**config.mk**
```make
export PLATFORM = sky130hd
export DESIGN_NAME = branch_resolve_unit
export DESIGN_NICKNAME = d
export VERILOG_FILES = /design/src/rtl/bru_pkg.sv /design/src/rtl/br_pred_fifo.sv /design/src/rtl/branch_resolve_unit.sv
export SDC_FILE = /design/constraint.sdc
export NUM_CORES = 1
export LEC_CHECK = 0
export CAP_MARGIN = 20
export CELL_PAD_IN_SITES_DETAIL_PLACEMENT = 1
export CELL_PAD_IN_SITES_GLOBAL_PLACEMENT = 2
export CORE_MARGIN = 8
export CORE_UTILIZATION = 44
export CTS_CLUSTER_SIZE = 30
export DETAILED_ROUTE_END_ITERATION = 6
export DONT_BUFFER_PORTS = 1
export GPL_ROUTABILITY_DRIVEN = 0
export GPL_TIMING_DRIVEN = 1
export PLACE_DENSITY = 0.82
export SLEW_MARGIN = 30
export SYNTH_ARGS = -nofsm -noshare
export SYNTH_HDL_FRONTEND = slang
export SYNTH_SLANG_ARGS = --single-unit
```
**constraint.sdc**
```tcl
create_clock -name clk -period 3.89 [get_ports clk]
set_input_delay 0.389 -clock clk [delete_from_list [all_inputs] [get_ports clk]]
set_output_delay 0.389 -clock clk [all_outputs]
set_load 0.01 [all_outputs]
```
**src/rtl/bru_pkg.sv**
```systemverilog
// Shared defaults and entry type for the branch resolve unit.
// Optional statistics counters are enabled with the BRU_STATS_EN macro (see branch_resolve_unit).
package bru_pkg;

   localparam int BRU_DEPTH = 4;
   localparam int BRU_PC_W  = 32;

   typedef struct packed {
      logic                pred;
      logic [BRU_PC_W-1:0] target;
      logic [BRU_PC_W-1:0] fallthru;
   } br_entry_t;

endpackage

```
**src/rtl/br_pred_fifo.sv**
```systemverilog
// In-flight branch queue: DEPTH register entries with push/pop/clear and head read-out.
// Pointers carry one extra wrap bit so full and empty are distinguished without a counter.
module br_pred_fifo
   import bru_pkg::*;
#(
   parameter int  DEPTH = BRU_DEPTH,
   parameter type T     = br_entry_t
) (
   input  logic clk,
   input  logic rst,
   input  logic i_push,
   input  logic i_pop,
   input  logic i_clear,
   input  T     i_push_data,
   output T     o_head,
   output logic o_full,
   output logic o_empty
);

   localparam int PTR_W = $clog2(DEPTH) + 1;

   logic [PTR_W-1:0] r_head;
   logic [PTR_W-1:0] r_tail;
   T                 r_mem [DEPTH];

   logic [PTR_W-2:0] w_head_idx;
   logic [PTR_W-2:0] w_tail_idx;

   assign w_head_idx = r_head[PTR_W-2:0];
   assign w_tail_idx = r_tail[PTR_W-2:0];

   assign o_empty = (r_head == r_tail);
   assign o_full  = (r_head[PTR_W-1] != r_tail[PTR_W-1]) && (w_head_idx == w_tail_idx);
   assign o_head  = r_mem[w_head_idx];

   // Clear drops every in-flight entry by snapping head onto tail.
   always_ff @(posedge clk) begin
      if (rst) begin
         r_head <= '0;
         r_tail <= '0;
      end else if (i_clear) begin
         r_head <= r_tail;
      end else begin
         if (i_push) r_tail <= r_tail + PTR_W'(1);
         if (i_pop)  r_head <= r_head + PTR_W'(1);
      end
   end

   always_ff @(posedge clk) begin
      if (i_push && !i_clear) r_mem[w_tail_idx] <= i_push_data;
   end

endmodule

```
**src/rtl/branch_resolve_unit.sv**
```systemverilog
// Resolves in-flight predicted branches against EX outcomes; drives B/PreWrong and a flush/redirect.
// Define BRU_STATS_EN to add stat_br_cnt / stat_miss_cnt event counters.
module branch_resolve_unit
   import bru_pkg::*;
#(
   parameter int DEPTH = BRU_DEPTH,
   parameter int PC_W  = BRU_PC_W
) (
   input  logic            clk,
   input  logic            rst,
   input  logic            stall,
   input  logic            if_br_valid,
   input  logic            if_br_pred,
   input  logic [PC_W-1:0] if_pc_target,
   input  logic [PC_W-1:0] if_pc_fallthru,
   input  logic            ex_br_valid,
   input  logic            ex_br_taken,
   output logic            B,
   output logic            PreWrong,
   output logic            flush,
   output logic [PC_W-1:0] redirect_pc,
   output logic            q_full,
   output logic            q_empty,
   output logic            err_underflow
`ifdef BRU_STATS_EN
   ,
   output logic [31:0]     stat_br_cnt,
   output logic [31:0]     stat_miss_cnt
`endif
);

   typedef struct packed {
      logic            pred;
      logic [PC_W-1:0] target;
      logic [PC_W-1:0] fallthru;
   } entry_t;

   entry_t          w_push_entry;
   entry_t          w_head;
   logic            w_full;
   logic            w_empty;
   logic            w_push;
   logic            w_pop;
   logic            w_miss;

   logic            r_flush;
   logic [PC_W-1:0] r_redirect_pc;
   logic            r_err_underflow;

   assign w_push_entry = '{pred: if_br_pred, target: if_pc_target, fallthru: if_pc_fallthru};

   assign w_pop  = ex_br_valid && !stall && !w_empty;
   assign w_miss = w_pop && (w_head.pred != ex_br_taken);
   // A fetch push in the miss cycle is wrong-path work and is dropped with the rest.
   assign w_push = if_br_valid && !stall && (!w_full || w_pop) && !w_miss;

   br_pred_fifo #(
      .DEPTH (DEPTH),
      .T     (entry_t)
   ) u_fifo (
      .clk         (clk),
      .rst         (rst),
      .i_push      (w_push),
      .i_pop       (w_pop),
      .i_clear     (w_miss),
      .i_push_data (w_push_entry),
      .o_head      (w_head),
      .o_full      (w_full),
      .o_empty     (w_empty)
   );

   always_ff @(posedge clk) begin
      if (rst) begin
         r_flush         <= 1'b0;
         r_redirect_pc   <= '0;
         r_err_underflow <= 1'b0;
      end else begin
         r_flush <= w_miss;
         if (w_miss) r_redirect_pc <= ex_br_taken ? w_head.target : w_head.fallthru;
         if (ex_br_valid && w_empty && !stall) r_err_underflow <= 1'b1;
      end
   end

`ifdef BRU_STATS_EN
   logic [31:0] r_stat_br_cnt;
   logic [31:0] r_stat_miss_cnt;

   always_ff @(posedge clk) begin
      if (rst) begin
         r_stat_br_cnt   <= '0;
         r_stat_miss_cnt <= '0;
      end else begin
         if (w_pop)  r_stat_br_cnt   <= r_stat_br_cnt + 32'd1;
         if (w_miss) r_stat_miss_cnt <= r_stat_miss_cnt + 32'd1;
      end
   end

   assign stat_br_cnt   = r_stat_br_cnt;
   assign stat_miss_cnt = r_stat_miss_cnt;
`endif

   assign B             = w_pop;
   assign PreWrong      = w_miss;
   assign flush         = r_flush;
   assign redirect_pc   = r_redirect_pc;
   assign q_full        = w_full;
   assign q_empty       = w_empty;
   assign err_underflow = r_err_underflow;

endmodule

```
After elaboration in Yosys (flattened, before gate mapping) --
Memory sizes are Yosys's and may differ from the RTL's. A register that Yosys moved wholly into a read port is not among the register bits. Cells that the tools add are included.
Word-level totals: memories 1, bits of input ports 71, bits in writable memories 260, logic and storage cells 37, output and inout bits 38, register bits after elaboration 40
Cells by class: add/subtract/negate cells 2, muxes and demuxes 7, bitwise operators 1, eq/ne operators 4, reductions and logical operators 17
Memory list:
- u_fifo.r_mem | words 4, bits a word 65, rd ports 1, clocked after memory_dff 1, write ports 1, line br_pred_fifo.sv:24 | T r_mem [DEPTH];
Operators with widths (number):
- $mux W32 | 1
- $logic_and A1 B1 Y1 | 10
- $add A3 B1 Y3 const B | 2
- $mux W3 | 2
- $logic_not A1 Y1 | 4
- $mux W2 | 2
- $eq A3 B3 Y1 | 1
- $eq A2 B2 Y1 | 1
- $mux W1 | 2
- $ne A1 B1 Y1 | 2
- $reduce_and A2 Y1 | 1
- $reduce_bool A2 Y1 | 1
- $logic_or A1 B1 Y1 | 1
- $not A1 Y1 | 1

Depth between registers and ports, before layout --
Gate-level depths: netlist of the first run.
word-level depth 9, mapped depth 7, mapped depth without buffers 5

Cells and area by module --
A second synthesis of the first run with hierarchy kept.
Second synthesis, totals: cell total of the unflattened synthesis 542, area, all modules 11597.4 um2
Modules (own cells, without submodules):
- br_pred_fifo | cells an instance 385, area an instance 9845.7 um2, instances 1
- branch_resolve_unit | cells an instance 157, area an instance 1751.7 um2, instances 1

Worst setup path before layout of the first run --
Ideal clock, no wire load.
kind register to register, start register (tool-made name), end register u_fifo.r_tail[2], stages on the path, launching flop included 5, buffers on the path 0, slack -0.426 ns, arrival 4.190 ns, clock period less this slack 4.316 ns, data required time 3.764 ns, cell sequence dfxtp_1 -> mux4_2 -> xor2_2 -> a211oi_2 -> mux2_1
RTL lines:
- end signal, assigned | line br_pred_fifo.sv:44 | if (i_push) r_tail <= r_tail + PTR_W'(1);
- end, declared | line br_pred_fifo.sv:23 | logic [PTR_W-1:0] r_tail;

==> implementation parameters, run 1 <==
Parameter                              Value

Critical path
  Endpoint kind of the worst setup timing path    output pin
  Type of the setup path with the least slack    flop to output pin
  Kind of start point of the critical path    flop
  Maximum fanout along the worst path    24
  Worst EP required    3.50 ns
  Worst reg-to-reg setup slack    between 0.9 and 1 ns
  Arr. time, crit path    approximately 2.9 ns
  Number of cells on the worst reg-to-reg path    6
  Reg2reg end    redirect_pc[25]

Clock tree
  Clock edge transition at the registers on the reported setup and hold paths    0.06 ns
  Quantity of gates resized following cts    0
  Insertion delay to the later sink of the worst-skew pair    0.55 ns
  TritonCTS Sinks    around 300
  Clock tree root buffer cell    sky130_fd_sc_hd__clkbuf_16
  Deepest level of the CTS H-tree    1
  Clock buffer count from CTS    31
  Clock tree from TritonCTS    built
  Maximum root-to-sink buffer count    3

Layout
  Number of fillers in the final layout    2250
  Finished Cell Area    13500 µm²
  Multi-input gate area    2600 µm²
  Final standard cell count with taps included and fillers excluded    a little under 1000
  Area Overhead vs Synth    18.1%
  Final nets    about 700
  Sequential cell area    slightly below 9000 µm²
  End-of-flow core utilization    0.522
  Layout cell share with drive strength beyond 1    0.217

Floorplanning
  Die W    177 µm
  Area of the die    ~31000 µm²
  Initial core utilization    0.442
  Number of top-level pins    109
  Chip height    177 µm
  Core Area    between 20000 and 30000 µm²
  Floorplan row count    59

Drt
  Number of antenna-violating nets in the routed design    0
  Initial drt markers    roughly 270
  Final routed DRC violation total    0
  Post-DR wirelength/cell    around 25 µm
  Iteration count of the initial detailed-routing pass    4
  Total number of vias    5500
  Post-detailed-route via-to-cell ratio    5.57
  Routed wire length    25000 µm

Timing
  Hold Vio Cnt, Final    0
  Accumulated negative setup slack    0 ns
  Max-Slew Margin vs Limit    0.440
  Final Skew    0.0127 ns
  Minimum clock period    roughly 3.3 ns
  Unrepaired setup endpoints after global routing    false
  Portion of the clock cycle consumed by the worst path in the final layout    0.836
  Total setup violations reported at the end of the flow    0
  Number of pins exceeding their max-slew limit in the final report    0
  Worst Tran Pin Value    0.840 ns
  FMAX    308 MHz

Power
  Leakage component of the power    4.20 nW
  Pwr Density    510 nW/µm²
  Highest ir drop seen on vdd    0.340 mV

Global routing
  Vias in the first global route    6206
  First-pass GRT wire length    approximately 38000 µm
  Pin count of the biggest net entering global routing    66
  Global Route Usage Sum    0.161
  Number of antenna violations at the first check in global routing    4
  Residual overflow from global routing    0

Synth
  Share of Yosys cell area claimed by the top area cell type    0.685
  Number of distinct library cell variants in the gate-level netlist after synthesis    31
  Register area share after synthesis    0.759
  Number of enable-type register cells in the synthesized netlist    260
  Dominant cell type by area after synthesis    sky130_fd_sc_hd__edfxtp_1
  Top flip-flop cell by instance count after synthesis    sky130_fd_sc_hd__edfxtp_1
  Post-Synthesis Cells    548
  Synthesized net count    around 620
  Most numerous cell in the Yosys netlist    sky130_fd_sc_hd__edfxtp_1
  List of most frequent post-synthesis cells    sky130_fd_sc_hd__edfxtp_1, sky130_fd_sc_hd__mux4_2, sky130_fd_sc_hd__dfxtp_1
  Post-synthesis register bit count    302
  Most area-consuming cells after synthesis    sky130_fd_sc_hd__edfxtp_1, sky130_fd_sc_hd__mux4_2, sky130_fd_sc_hd__dfxtp_1, sky130_fd_sc_hd__mux2i_1, sky130_fd_sc_hd__a211oi_1
  Mean post-synth cell area    20.8 µm²
  Yosys warnings    0
  Post-synthesis cell area    11400 µm²
  Fraction of registers with async set/reset    0

Min path
  Worst hold-check path type    primary input to flop
  Start point of the worst hold path    rst
  Worst hold stages    2
  Worst hold path endpoint    u_fifo.r_tail[1]

Place
  Dpl hpwl    15000 µm
  Number of instances in the placed design    863
  Placed Area    roughly 12000 µm²
  Buffers on Ports    0

Run
  Number of max-capacitance violations reported    0

Run status
  Result of the run    finished, final reports clean
## placed cells by master (no fill, tap or decap), drive strengths merged, types with 2 or more instances in the layout
master,count
clkbuf,42
nor3,2
dlygate4sd3,65
edfxtp,260
nand2b,3
mux2i,35
buf,16
clkinv,13
ha,5
diode,2
mux2,2
a211oi,34
a21oi,33
nor2,5
dfxtp,42
and2,4
mux4,65
inv,4
nor2b,4
xor2,4
## area by class of cell
class	count	area share
Multi-Input combinational cell	207	0.193
Inverter	4	0.00112
Antenna cell	2	0.000372
Tap cell	335	0.0311
Timing Repair Buffer	81	0.0591
Clock inverter	15	0.00762
Sequential cell	302	0.643
Clock buffer	42	0.0644
## registers in the layout (all words and copies together) (netlist names), named ones only
signal         flops
u_fifo.r_mem     260
flush              1
u_fifo.r_tail      3
u_fifo.r_head      3
redirect_pc       32
err_underflow      1
## worst max-delay path, stage by stage, from the launching register on
cell and delay, ns:
sky130_fd_sc_hd__dfxtp_4 0.35, sky130_fd_sc_hd__mux4_2 0.55, sky130_fd_sc_hd__xor2_4 0.57, sky130_fd_sc_hd__buf_4 0.41
sky130_fd_sc_hd__and2_2 0.44
## cell families (layout without fill, tap and decap cells)
group | count (synthesis) | after routing | synth area share
flip-flops | 302 | 302 | 0.759
multiplexers | 102 | 102 | 0.161
AND/OR/NAND/NOR | 23 | 23 | 0.0116
XOR/XNOR | 5 | 5 | 0.00450
AO/OA/AOI/OAI | 72 | 72 | 0.0428
other | 0 | 2 | 0
buffers and inverters | 39 | 142 | 0.0149
adder cells (fa/ha/maj) | 5 | 5 | 0.00549
## through the flow
| step | worst slack, ns | hold slack [ns] | total power [mW] |
|---|---|---|---|
| after global placement | 0.976 | 0.468 | 4.04 |
| after floorplan | 0.364 | 0.488 | 3.98 |
| final | 0.639 | 0.0258 | 6.87 |
| after CTS | 0.569 | 0.000454 | 6.95 |
| after global routing | 0.473 | 0.0214 | 7.08 |
| after detailed placement | 0.889 | 0.473 | 4.06 |
## power by group
group	switching [mW]	leakage [nW]	internal, mW
Sequential	0.0453	2.70	3.60
Combinational	0.234	1.01	0.193
Clock	1.17	0.483	1.62
Total	1.45	4.20	5.42
## per-layer routing
layer / vias to the layer above / GRT usage / wire (µm)
met5: - / 0 / 21
met4: 4 / 0.0476 / 597
met3: 42 / 0.0380 / 1470
met2: 146 / 0.283 / 12900
met1: 2885 / 0.195 / 9960
li1: 2423 / - / -
## worst max path at each step
stage,from,to,slack [ns]
after CTS,flop,PreWrong,0.57
after global placement,flop,u_fifo.r_mem[0][13],0.98
after global routing,flop,PreWrong,0.47
after floorplan,flop,u_fifo.r_mem[2][0],0.36
final,flop,PreWrong,0.64
after detailed placement,flop,u_fifo.r_mem[0][13],0.89
## repair_timing
| item | in CTS | in global routing |
|---|---|---|
| setup buffers | 0 | 0 |
| hold buffers | 66 | 0 |
| endpoints found under the hold margin | 299 | 0 |
No activity file was read; power rests on OpenSTA's default activity.
==> run 2, diff against run 1 <==
==> constraint.sdc (replaced) <==
create_clock -name clk -period 2.75 [get_ports clk]
set_input_delay 0.275 -clock clk [delete_from_list [all_inputs] [get_ports clk]]
set_output_delay 0.275 -clock clk [all_outputs]
set_load 0.01 [all_outputs]
==> implementation parameters, run 2 (synthesis results as in run 1) <==
Parameter                              Value

Run status
  Result of the run    finished, final reports clean (unchanged)

Run
  Number of max-capacitance violations reported    0 (unchanged)

Floorplanning
  Initial core utilization    0.442 (unchanged)
  Chip height    177 µm (unchanged)
  Number of top-level pins    109 (unchanged)
  Core Area    25800 µm² (unchanged)
  Area of the die    31300 µm² (unchanged)
  Die W    177 µm (unchanged)
  Floorplan row count    59 (unchanged)

Critical path
  Worst EP required    2.48 ns (was 3.50 ns)
  Type of the setup path with the least slack    flop to output pin (unchanged)
  Kind of start point of the critical path    flop (unchanged)
  Maximum fanout along the worst path    24 (unchanged)
  Arr. time, crit path    2.42 ns (was 2.86 ns)
  Endpoint kind of the worst setup timing path    output pin (unchanged)

Layout
  Most common library cell in the layout ignoring fill and taps    sky130_fd_sc_hd__edfxtp_1 (unchanged)
  Finished Cell Area    13800 µm² (was 13500 µm²)
  Leading cell types in the layout, fill and taps excluded    sky130_fd_sc_hd__edfxtp_1, sky130_fd_sc_hd__dlygate4sd3_1, sky130_fd_sc_hd__mux4_2 (was sky130_fd_sc_hd__edfxtp_1, sky130_fd_sc_hd__mux4_2, sky130_fd_sc_hd__dlygate4sd3_1)
  Number of flip-flops under the largest register name    260 (unchanged)
  End-of-flow core utilization    0.535 (was 0.522)
  Final nets    714 (was 703)
  Final standard cell count with taps included and fillers excluded    1001 (was 988)
  Number of fillers in the final layout    2261 (was 2250)
  Layout cell share with drive strength beyond 1    0.232 (was 0.217)
  Area Overhead vs Synth    21.0% (was 18.1%)
  Register with the highest flop count    u_fifo.r_mem (unchanged)

Timing
  Final Skew    0.0134 ns (was 0.0127 ns)
  Hold Vio Cnt, Final    0 (unchanged)
  Portion of the clock cycle consumed by the worst path in the final layout    0.978
  Minimum clock period    2.69 ns
  Worst Tran Pin Value    0.702 ns (was 0.840 ns)
  Max-Slew Margin vs Limit    0.532 (was 0.440)
  Number of pins exceeding their max-slew limit in the final report    0 (unchanged)
  FMAX    about 370 MHz
  Total setup violations reported at the end of the flow    0 (unchanged)
  Post-route setup slack    0.0599 ns (was 0.639 ns)
  Accumulated negative setup slack    0 ns (unchanged)
  Worst Hold Margin    0.0610 ns (was 0.0258 ns)

Drt
  Routed wire length    26300 µm (was 25000 µm)
  Final routed DRC violation total    0 (unchanged)
  Post-DR wirelength/cell    26.2 µm (was 25.3 µm)
  Initial drt markers    392 (was 273)
  Total number of vias    5622 (was 5500)
  Number of antenna-violating nets in the routed design    0 (unchanged)
  Post-detailed-route via-to-cell ratio    5.62 (was 5.57)
  Iteration count of the initial detailed-routing pass    4 (unchanged)

Global routing
  Met3 Use GR    0.0367 (was 0.0380)
  Vias in the first global route    6333 (was 6206)
  Global Route Usage Sum    0.168 (was 0.161)
  Most used routing layer    met2 (unchanged)
  Grt met1 use    0.216 (was 0.195)
  Residual overflow from global routing    0 (unchanged)
  Met2 track utilization from global routing    0.290 (was 0.283)
  First-pass GRT wire length    40000 µm (was 38200 µm)
  Pin count of the biggest net entering global routing    66 (unchanged)
  Number of antenna violations at the first check in global routing    3 (was 4)

Clock tree
  Clock edge transition at the registers on the reported setup and hold paths    0.06 ns (about the same)
  TritonCTS Sinks    302 (unchanged)
  Clock tree from TritonCTS    built (unchanged)
  Deepest level of the CTS H-tree    1 (unchanged)
  Maximum root-to-sink buffer count    3 (unchanged)
  Insertion delay to the later sink of the worst-skew pair    0.55 ns (about the same)
  Clock tree root buffer cell    sky130_fd_sc_hd__clkbuf_16 (unchanged)
  Clock buffer count from CTS    31 (unchanged)

Place
  Buffers on Ports    0 (unchanged)
  Post-Place Setup Slack    0.131 ns (was 0.889 ns)
  Placed Area    12000 µm² (was 11800 µm²)
  Dpl hpwl    16000 µm (was 15000 µm)
  Number of instances in the placed design    868 (was 863)

Power
  Power Total    9.98 mW (was 6.87 mW)
  Pwr Density    724 nW/µm² (was 510 nW/µm²)
  Highest ir drop seen on vdd    0.594 mV (was 0.340 mV)
  Leakage component of the power    4.30 nW (was 4.20 nW)

Min path
  Worst hold-check path type    primary input to flop (unchanged)
-- run 2: cell type report --
class                           count  area (µm²)  share of cell area
Clock buffer                       37         818              0.0594
Clock inverter                     21         205              0.0149
Inverter                            4        15.0             0.00109
Sequential cell                   302        8650               0.628
Timing Repair Buffer               92        1060              0.0768
Antenna cell                        3        7.51            0.000545
Multi-Input combinational cell    207        2610               0.189
Tap cell                          335         419              0.0304
-- run 2: path summary, 6_finish.rpt --
check	cells past startpoint	start	slack [ns]	endpoint
worst max register to register	5	u_fifo.r_mem[3][64]	0.14	u_fifo.r_mem[1][64]
worst max-delay path	5	u_fifo.r_mem[3][64]	0.06	PreWrong
worst min-delay path	2	rst	0.06	flush
worst min register to register	2	u_fifo.r_head[2]	0.56	u_fifo.r_head[2]
-- run 2: timing repair --
action	in CTS	in global routing
gates resized for setup	3	1
hold buffers	67	0
setup buffers	0	5
setup endpoints to repair	1	39
pin swaps	0	1
endpoints found under the hold margin	302	0
-- run 2: routing by layer --
| layer | wire length (µm) | vias to the layer above |
|---|---|---|
| met5 | 0 | - |
| met4 | 332 | 0 |
| met3 | 1460 | 23 |
| met2 | 13700 | 168 |
| met1 | 10800 | 2981 |
| li1 | - | 2450 |
-- run 2: report_power, final --
part,internal [mW],total [mW],switching [mW]
Clock,2.42,4.15,1.73
Combinational,0.302,0.662,0.360
Sequential,5.10,5.16,0.0625
Total,7.82,9.98,2.16
-- run 2: worst max-delay path, cell delays in order (launching register included) --
cell                       delay (ns)
sky130_fd_sc_hd__edfxtp_1        0.39
sky130_fd_sc_hd__mux4_2          0.55
sky130_fd_sc_hd__xor2_4          0.25
sky130_fd_sc_hd__buf_8           0.22
sky130_fd_sc_hd__and2_4          0.23
sky130_fd_sc_hd__buf_12          0.21
==> run 3, diff against run 2 <==
--- a/config.mk
+++ b/config.mk
@@ -5,16 +5,18 @@
 export SDC_FILE = /design/constraint.sdc
 export NUM_CORES = 1
 export LEC_CHECK = 0
+export BUFFER_PORTS_ARGS = -buffer_cell sky130_fd_sc_hd__buf_4
 export CAP_MARGIN = 20
 export CELL_PAD_IN_SITES_DETAIL_PLACEMENT = 1
 export CELL_PAD_IN_SITES_GLOBAL_PLACEMENT = 2
+export CORE_ASPECT_RATIO = 1.2
 export CORE_MARGIN = 8
-export CORE_UTILIZATION = 44
+export CORE_UTILIZATION = 41
 export CTS_CLUSTER_SIZE = 30
 export DETAILED_ROUTE_END_ITERATION = 6
-export DONT_BUFFER_PORTS = 1
 export GPL_ROUTABILITY_DRIVEN = 0
 export GPL_TIMING_DRIVEN = 1
+export MAX_ROUTING_LAYER = met4
 export PLACE_DENSITY = 0.82
 export SLEW_MARGIN = 30
 export SYNTH_ARGS = -nofsm -noshare
==> implementation parameters, run 3 (synthesis results as in run 1) <==
Parameter                              Value

Clock tree
  Maximum root-to-sink buffer count    3 (unchanged)
  Clock tree from TritonCTS    built (unchanged)
  Clock edge transition at the registers on the reported setup and hold paths    0.06 ns (about the same)
  Clock buffer count from CTS    29 (was 31)
  Insertion delay to the later sink of the worst-skew pair    0.55 ns (about the same)
  Deepest level of the CTS H-tree    1 (unchanged)
  TritonCTS Sinks    302 (unchanged)
  Clock tree root buffer cell    sky130_fd_sc_hd__clkbuf_16 (unchanged)

Power
  Net switching fraction of the power    0.210 (was 0.216)
  Leakage component of the power    4.76 nW (was 4.30 nW)
  Pwr Density    685 nW/µm² (was 724 nW/µm²)
  Part of the total power dissipated in combinational logic    0.080 (was 0.066)
  Power Total    9.86 mW (was 9.98 mW)
  Internal power    7.79 mW (was 7.82 mW)
  Share of power burned in registers    0.522 (was 0.517)
  Share of total power in the clock network    0.398 (was 0.416)
  Highest ir drop seen on vdd    0.442 mV (was 0.594 mV)
  Switch Pwr    2.07 mW (was 2.16 mW)

Place
  Buffers on Ports    108 (was 0)
  Dpl hpwl    15300 µm (was 16000 µm)
  Number of instances in the placed design    983 (was 868)

Timing
  Unrepaired setup endpoints after global routing    false
  Number of pins exceeding their max-slew limit in the final report    0 (unchanged)
  Max-Slew Margin vs Limit    0.518 (was 0.532)
  Worst Tran Pin Value    0.722 ns (was 0.702 ns)
  FMAX    381 MHz (was 372 MHz)
  Final Skew    0.0151 ns (was 0.0134 ns)
  Portion of the clock cycle consumed by the worst path in the final layout    0.955 (was 0.978)
  Accumulated negative setup slack    0 ns (unchanged)
  Minimum clock period    2.63 ns (was 2.69 ns)
  Total setup violations reported at the end of the flow    0 (unchanged)
  Hold Vio Cnt, Final    0 (unchanged)

Critical path
  Reg2reg end    u_fifo.r_mem[1][10] (was u_fifo.r_mem[1][64])
  Endpoint kind of the worst setup timing path    output pin (unchanged)
  Kind of start point of the critical path    flop (unchanged)
  Maximum fanout along the worst path    11 (was 24)
  Worst reg-to-reg setup slack    0.18 ns (was 0.14 ns)
  Type of the setup path with the least slack    flop to output pin (unchanged)
  Reg2reg start    u_fifo.r_tail[1] (was u_fifo.r_mem[3][64])
  Number of cells on the worst reg-to-reg path    6 (was 5)
  Worst EP required    2.48 ns (about the same)
  Arr. time, crit path    2.35 ns (was 2.42 ns)

Drt
  Number of antenna-violating nets in the routed design    0 (unchanged)
  Iteration count of the initial detailed-routing pass    5 (was 4)
  Final routed DRC violation total    0 (unchanged)
  Routed wire length    25300 µm (was 26300 µm)
  Initial drt markers    381 (was 392)
  Total number of vias    5829 (was 5622)
  Post-detailed-route via-to-cell ratio    5.29 (was 5.62)
  Post-DR wirelength/cell    22.9 µm (was 26.2 µm)

Floorplanning
  Core Area    27700 µm² (was 25800 µm²)
  Area of the die    33400 µm² (was 31300 µm²)
  Die W    168 µm (was 177 µm)
  Number of top-level pins    109 (unchanged)
  Chip height    199 µm (was 177 µm)
  Initial core utilization    0.412 (was 0.442)
  Floorplan row count    67 (was 59)

Min path
  Worst hold stages    3 (was 2)
  Worst hold-check path type    primary input to flop (unchanged)
  Start point of the worst hold path    stall (was rst)
  Worst hold path endpoint    u_fifo.r_tail[1] (was flush)

Layout
  End-of-flow core utilization    0.521 (was 0.535)
  Final nets    810 (was 714)
  Register with the highest flop count    u_fifo.r_mem (unchanged)
  Most common library cell in the layout ignoring fill and taps    sky130_fd_sc_hd__edfxtp_1 (unchanged)
  Layout cell share with drive strength beyond 1    0.325 (was 0.232)
  Diode count    0 (was 3)
  Final standard cell count with taps included and fillers excluded    1102 (was 1001)
  Number of flip-flops under the largest register name    260 (unchanged)
  Number of fillers in the final layout    2514 (was 2261)
  Leading cell types in the layout, fill and taps excluded    sky130_fd_sc_hd__edfxtp_1, sky130_fd_sc_hd__buf_4, sky130_fd_sc_hd__mux4_2, sky130_fd_sc_hd__dlygate4sd3_1, sky130_fd_sc_hd__dfxtp_1 (was sky130_fd_sc_hd__edfxtp_1, sky130_fd_sc_hd__dlygate4sd3_1, sky130_fd_sc_hd__mux4_2)
  Area Overhead vs Synth    26.4% (was 21.0%)

Global routing
  Vias in the first global route    6769 (was 6333)
  Residual overflow from global routing    0 (unchanged)
  Most used routing layer    met2 (unchanged)
  Global Route Usage Sum    0.156 (was 0.168)
  First-pass GRT wire length    39100 µm (was 40000 µm)
  Grt met1 use    0.180 (was 0.216)
  Met3 Use GR    0.0189 (was 0.0367)
  Number of antenna violations at the first check in global routing    0 (was 3)
  Met2 track utilization from global routing    0.280 (was 0.290)
  Pin count of the biggest net entering global routing    65 (was 66)

Run status
  Result of the run    finished, final reports clean (unchanged)

Run
  Number of max-capacitance violations reported    0 (unchanged)
[run 3: cell type report]
type	count	area, µm²	area share
clock buffers	48	888	0.0617
clock inverters	6	73.8	0.00513
inverters	4	15.0	0.00104
multi-input cells	207	2610	0.181
flip-flops and latches	302	8650	0.601
well taps	345	432	0.0300
repair buffers	190	1730	0.120
[run 3: worst max-delay path: stages (launching register included)]
cell and delay [ns]:
sky130_fd_sc_hd__dfxtp_4 0.36, sky130_fd_sc_hd__mux4_2 0.56, sky130_fd_sc_hd__xor2_4 0.20, sky130_fd_sc_hd__buf_4 0.24, sky130_fd_sc_hd__and2_4 0.29, sky130_fd_sc_hd__buf_4 0.16
[run 3: worst max-delay path by stage]
stage	start	endpoint	slack, ns	depth (start not counted)
after floorplan	flop	u_fifo.r_tail[2]	-0.59	4
after global placement	flop	u_fifo.r_mem[1][42]	0.21	5
after detailed placement	flop	u_fifo.r_mem[1][10]	0.18	5
after CTS	u_fifo.r_tail[1]	B	0.07	6
after global routing	u_fifo.r_tail[1]	u_fifo.r_mem[1][10]	0.02	6
final	flop	PreWrong	0.12	5
[run 3: timing repair]
| action | 4_1_cts | 5_1_grt |
|---|---|---|
| gates resized for setup | 2 | 1 |
| hold endpoints to repair | 260 | 0 |
| hold buffers | 65 | 0 |
| endpoints found under the setup margin | 2 | 1 |
| cloned | 0 | 0 |
| buffers inserted | 0 | 0 |
| pin swaps | 0 | 0 |
[run 3: power groups by stage]
stage / clock [mW] / sequential, mW / combinational [mW]
6_report: 3.92 / 5.14 / 0.792
4_1_cts: 4.03 / 5.14 / 0.807
3_5_place_dp: 0 / 5.24 / 0.728
5_1_grt: 4.16 / 5.15 / 0.855
3_3_place_gp: 0 / 5.23 / 0.701
2_1_floorplan: 0 / 5.24 / 0.390
[run 3: routing by layer]
| layer | up-vias | routed length, µm | share of wire |
|---|---|---|---|
| met3 | 40 | 833 | 0.033 |
| met4 | 0 | 596 | 0.024 |
| met2 | 122 | 13600 | 0.54 |
| li1 | 2627 | - | - |
| met1 | 3040 | 10300 | 0.41 |
| met5 | - | 0 | 0 |
[run 3: per-stage QoR]
stage          instance area, µm²  setup slack (ns)  hold slack [ns]
6_report                    14400             0.123           0.0908
5_1_grt                     14400            0.0248           0.0769
4_1_cts                     14400            0.0682           0.0680
3_5_place_dp                12800             0.183            0.474
3_3_place_gp                12800             0.211            0.468
2_1_floorplan               11400            -0.592            0.374
